`config.mk`:
```
export PLATFORM = sky130hd
export DESIGN_NAME = unary_expander
export DESIGN_NICKNAME = d
export VERILOG_FILES = /design/src/rtl/unary_expander_pkg.sv /design/src/rtl/unary_expander_thermometer_decoder.sv /design/src/rtl/unary_expander.sv
export SDC_FILE = /design/constraint.sdc
export NUM_CORES = 1
export LEC_CHECK = 0
export CAP_MARGIN = 20
export CORE_ASPECT_RATIO = 1.1
export CORE_UTILIZATION = 50
export CTS_BUF_LIST = sky130_fd_sc_hd__clkbuf_4 sky130_fd_sc_hd__clkbuf_8 sky130_fd_sc_hd__clkbuf_16
export CTS_CLUSTER_DIAMETER = 150
export DETAILED_ROUTE_END_ITERATION = 8
export GPL_TIMING_DRIVEN = 0
export PLACE_DENSITY = 0.9
export SLEW_MARGIN = 30
export SYNTH_ARGS = -nofsm -noshare
export SYNTH_HDL_FRONTEND = slang
export SYNTH_SLANG_ARGS = --single-unit
```
`constraint.sdc`:
```
create_clock -name clk -period 2.9 [get_ports clk]
set_input_delay 0.58 -clock clk [delete_from_list [all_inputs] [get_ports clk]]
set_output_delay 0.58 -clock clk [all_outputs]
set_load 0.01 [all_outputs]
```
`src/rtl/unary_expander_pkg.sv`:
```
// Shared definitions for the unary expander slice of the binarized datapath.
// Holds the FSM state encoding and the default vector length / count width
// pair that popcount instances elsewhere in the datapath also use.
package unary_expander_pkg;

  // Two-state controller: waiting for a count, or streaming its bits out.
  typedef enum logic {
    ST_IDLE = 1'b0,
    ST_EMIT = 1'b1
  } state_t;

  // Default geometry; 2**DEFAULT_COUNTER_BITS must exceed DEFAULT_INPUTS.
  localparam int DEFAULT_INPUTS       = 8;
  localparam int DEFAULT_COUNTER_BITS = 4;

endpackage

```
`src/rtl/unary_expander_thermometer_decoder.sv`:
```
// thermometer_decoder: combinational count -> thermometer mask.
// Ports:
//   count    in   COUNTER_BITS  raw count
//   mask     out  INPUTS        mask[i] = (i < clamped)
//   clamped  out  COUNTER_BITS  min(count, INPUTS)
//   overflow out  1             count exceeded INPUTS
module thermometer_decoder
  import unary_expander_pkg::*;
#(
  parameter int INPUTS       = DEFAULT_INPUTS,
  parameter int COUNTER_BITS = DEFAULT_COUNTER_BITS
) (
  input  logic [COUNTER_BITS-1:0] count,
  output logic [INPUTS-1:0]       mask,
  output logic [COUNTER_BITS-1:0] clamped,
  output logic                    overflow
);

  localparam logic [COUNTER_BITS-1:0] LIMIT = COUNTER_BITS'(INPUTS);

  // Clamp the count to the vector length, then light every bit position
  // below the clamped count. The index fits in COUNTER_BITS because the
  // count width is always wide enough to represent INPUTS.
  always_comb begin
    overflow = (count > LIMIT);
    clamped  = overflow ? LIMIT : count;
    mask     = '0;
    for (int i = 0; i < INPUTS; i++) begin
      mask[i] = (COUNTER_BITS'(i) < clamped);
    end
  end

endmodule

```
`src/rtl/unary_expander.sv`:
```
// unary_expander: expands a count into a thermometer-coded vector whose
// popcount equals the clamped count. The vector is offered both as a
// registered parallel word and as an LSB-first serial stream.
// Ports:
//   clk, reset          clock and synchronous active-high reset
//   count, count_valid  count to expand and its strobe
//   count_ready         high only while idle (and not in reset)
//   bit_out, bit_valid  serial bit and its strobe (high only while emitting)
//   bit_ready           consumer accepts the current serial bit
//   bit_last            current bit is the final position of the vector
//   thermo              registered mask of the last accepted count
//   overflow            last accepted count was larger than INPUTS
module unary_expander
  import unary_expander_pkg::*;
#(
  parameter int INPUTS       = DEFAULT_INPUTS,
  parameter int COUNTER_BITS = DEFAULT_COUNTER_BITS
) (
  input  logic                    clk,
  input  logic                    reset,
  input  logic [COUNTER_BITS-1:0] count,
  input  logic                    count_valid,
  output logic                    count_ready,
  output logic                    bit_out,
  output logic                    bit_valid,
  input  logic                    bit_ready,
  output logic                    bit_last,
  output logic [INPUTS-1:0]       thermo,
  output logic                    overflow
);

  localparam logic [COUNTER_BITS-1:0] LAST_IDX = COUNTER_BITS'(INPUTS - 1);

  state_t                  state;
  state_t                  state_next;
  logic [COUNTER_BITS-1:0] idx;
  logic [COUNTER_BITS-1:0] n;
  logic [INPUTS-1:0]       dec_mask;
  logic [COUNTER_BITS-1:0] dec_clamped;
  logic                    dec_overflow;
  logic                    accept;
  logic                    fire;

  thermometer_decoder #(
    .INPUTS       (INPUTS),
    .COUNTER_BITS (COUNTER_BITS)
  ) u_decoder (
    .count    (count),
    .mask     (dec_mask),
    .clamped  (dec_clamped),
    .overflow (dec_overflow)
  );

  assign accept = count_valid & count_ready;
  assign fire   = bit_valid & bit_ready;

  // State register plus the datapath it controls. A new count loads the
  // clamped length and the parallel word together; thermo and overflow are
  // then left alone until the next accept so the consumer can read them
  // after the stream has finished.
  always_ff @(posedge clk) begin
    if (reset) begin
      state    <= ST_IDLE;
      idx      <= '0;
      n        <= '0;
      thermo   <= '0;
      overflow <= 1'b0;
    end else begin
      state <= state_next;
      if (accept) begin
        n        <= dec_clamped;
        thermo   <= dec_mask;
        overflow <= dec_overflow;
        idx      <= '0;
      end else if (fire) begin
        idx <= bit_last ? '0 : idx + 1'b1;
      end
    end
  end

  // Next-state logic: leave idle on an accepted count, return after the
  // final bit of the vector has been handed over.
  always_comb begin
    state_next = state;
    case (state)
      ST_IDLE: if (accept) state_next = ST_EMIT;
      ST_EMIT: if (fire && bit_last) state_next = ST_IDLE;
      default: state_next = ST_IDLE;
    endcase
  end

  // Output decode. The serial bit and last flag come only from registered
  // state, so stalls hold them steady. Readiness is masked by reset so no
  // count is offered while the block is being cleared.
  always_comb begin
    count_ready = 1'b0;
    bit_valid   = 1'b0;
    bit_out     = 1'b0;
    bit_last    = 1'b0;
    case (state)
      ST_IDLE: count_ready = ~reset;
      ST_EMIT: begin
        bit_valid = 1'b1;
        bit_out   = (idx < n);
        bit_last  = (idx == LAST_IDX);
      end
      default: ;
    endcase
  end

endmodule

```
==> metrics.md <==
| Metric | Value |
|---|---|
| CP Cell Sequence | clkbuf_1, nand3b_1, a31oi_1, clkdlybuf4s50_1 |
| Dpl cell area | 981 µm² |
| Number of synthesized flops with an enable pin | 0 |
| N_diodes | 0 |
| Routed via count | 762 |
| Crit path max-delay cell type | clkdlybuf4s50_1 |
| Mapped cell area | 801 µm² |
| Initial antenna violation count | 0 |
| Synth top area share | 42.5% |
| Critical path's top delay family | buffers and inverters |
| Slew Viols, Final | 0 |
| Clock insertion delay at the later pin of the skew report | 0.28 ns |
| P_leak | 0.363 nW |
| Worst-path maximum fanout | 10 |
| Top Ports | 21 |
| # hold bufs at CTS | 0 |
| Final hold vios | 0 |
| TritonCTS clock tree | yes |
| Syn nets | 110 |
| Post-synth top cells | 17 x dfxtp_1, 12 x nand2_1, 10 x nor2_1, 8 x a21oi_1, 6 x clkbuf_1 |
| Top cells by area, synth | dfxtp_1 43%, ha_1 6.3%, nand2_1 5.6%, a21oi_1 5.0%, a211oi_1 4.7% |
| Worst hold slack | 0.460 ns |
| Endpoints failing setup | 0 |
| Total GRT Usage | 22.4% |
| Peak VDD IR | 0.000301 V |
| DRT iter0 DRCs | 28 |
| Critical Path RT | 2.32 ns |
| Total Power | 0.475 mW |
| Actual slew at the worst max-slew pin | 0.410 ns |
| Synth cell types | 29 |
| Max-slew headroom | 72.7% |
| Final setup TNS | 0 ns |
| Register Area | 340 µm² |
| Largest area contributor in the netlist | dfxtp_1 |
| Proportion of layout cells with a drive suffix above 1 | 5.93% |
| CP peak stage delay | 0.55 ns |
| Reg2reg start | idx[0]$_SDFFE_PP0N_ |
| Per-cell routed wire length | 13.0 µm |
| Syn avg cell area | 8.17 µm² |
| Status | completed |
| CP arrival | 1.87 ns |
| Final net count | 131 |
| Crit end category | output pin |
| Root buffer cell | clkbuf_4 |
| Fin crit share | 84.6% |
| Clock sinks | 17 |
| Max_cap viols | 0 |
| Setup Skew | 0.00194 ns |
| Most common cell in the netlist | dfxtp_1 |
| Vias per cell | 5.69 |
| Port Buffers | 16 |
| Critical path class | reg2out |
| Critical Path Start Type | flip-flop |
| Initial core utilization | 55.7% |
| Final GP Congestion | 0.716 |
| Top_reg_cell synth | dfxtp_1 |
| Die span in x | 40.2 µm |
| Post-synthesis instance total | 98 |
| # DRC | 0 |
| Fmax | 408 MHz |
| Die Y | 44.0 µm |
| Clock Tree Buf Depth | 2 |
| FFs w/ async S/R, synth | 0% |
| Cell Pwr Density | 470 mW/mm² |
| Crit path launch | state$_SDFF_PP0_ |
| Row count | 14 |
| Wire length of the first global-routing pass | 2700 µm |
| Multi-input gate area | 410 µm² |
| GR Overflow Total | 0 |
| Hold Path Class | reg2reg |
| CTS buffer count | 3 |
| Filler Cell Count | 117 |
| Syn-to-layout area delta | 26.3% |
| Pin count of the biggest net entering global routing | 11 |
| Dpl hpwl | 1220 µm |
| Unrepaired setup endpoints after global routing | false |
| Core footprint | 0.00144 mm² |
| TritonRoute pass-1 iters | 6 |
| Yosys reg bits | 17 |
| Critical path buffer and inverter count | 2 |
| Cts repair resizes | 0 |
| Clock slew at reported path FFs | 0.10 ns |
| Yosys warns | 0 |
| H-Tree Depth | 1 |
| Min cycle time layout | 2.45 ns |
| Final non-filler cell area | 0.00101 mm² |
| Seq/Total Area, Yosys | 42.5% |
| Post-CTS Setup Repair Bufs | 0 |
| Routed wire length | 1750 µm |
| Vias in the first global route | 657 |
| Min-delay src | overflow$_SDFFE_PP0P_ |
| Routed Antenna Nets | 0 |
| Total Die Area | 0.00177 mm² |
[tightest hold or removal path: cells and delay by family, from the launching register on]
family             cells  cell delay, ns
AOI/OAI and AO/OA      1            0.05
DFF                    1            0.32
and+or+nand+nor        1            0.05
[worst paths after layout]
| check | cells after the start | end | slack (ns) |
|---|---|---|---|
| setup / recovery | 4 | bit_out | 0.45 |
| hold / removal | 2 | overflow$_SDFFE_PP0P_ | 0.46 |
| hold reg to reg | 2 | overflow$_SDFFE_PP0P_ | 0.46 |
| setup reg to reg | 4 | idx[0]$_SDFFE_PP0N_ | 1.44 |
[registers in the layout, indices dropped and copies added (netlist names)]
signal,cells
overflow,1
state,1
n,3
thermo,8
idx,4
[final cells by class]
cell class | instances | area share (%)
sequential | 17 | 33.7
clock buffer | 4 | 2.97
buffer | 9 | 3.84
inverter | 3 | 1.11
multi-input combinational | 69 | 40.6
timing repair buffer | 16 | 15.8
tap | 16 | 1.98
[placed cells by master, fill, tap and decap left out, drive strengths merged, types with 2 or more instances in the layout]
| master | instances |
|---|---|
| nand3b | 4 |
| inv | 3 |
| dfxtp | 17 |
| nand2b | 2 |
| a21oi | 8 |
| a31oi | 2 |
| nand2 | 12 |
| nor2 | 10 |
| nand3 | 2 |
| clkdlybuf4s50 | 16 |
| clkbuf | 10 |
| buf | 3 |
| a211oi | 5 |
| nor3 | 5 |
| o21ai | 3 |
| ha | 4 |
[where the power goes]
group,switching [mW],internal (mW),leakage (nW),total (mW)
clock network,0.0720,0.0628,0.0184,0.135
logic,0.0433,0.0422,0.205,0.0856
registers,0.00852,0.246,0.140,0.255
[cells by family (layout without fill, tap and decap cells)]
kind of cell	count (synthesis)	in the layout	synth area share (%)
simple gates	41	41	25.3
fa+ha+maj	4	4	6.25
compound gates	23	23	18.4
mux	1	1	1.25
buf+inv	12	32	6.25
flops	17	17	42.5
[per-layer routing]
layer / track usage [%] / share of wire (%)
met1: 26.0 / 45
met2: 38.7 / 48
met3: 3.08 / 4.8
met4: 10.3 / 1.8
met5: 0 / 0
[metrics by stage]
stage,instances,utilization [%],setup slack (ns)
4_1_cts,134,70.4,0.437
5_1_grt,134,70.4,0.304
3_5_place_dp,130,68.3,0.481
2_1_floorplan,98,-,1.10
6_report,134,70.4,0.447
3_3_place_gp,130,68.3,0.480
No activity file was read; power rests on OpenSTA's default activity.
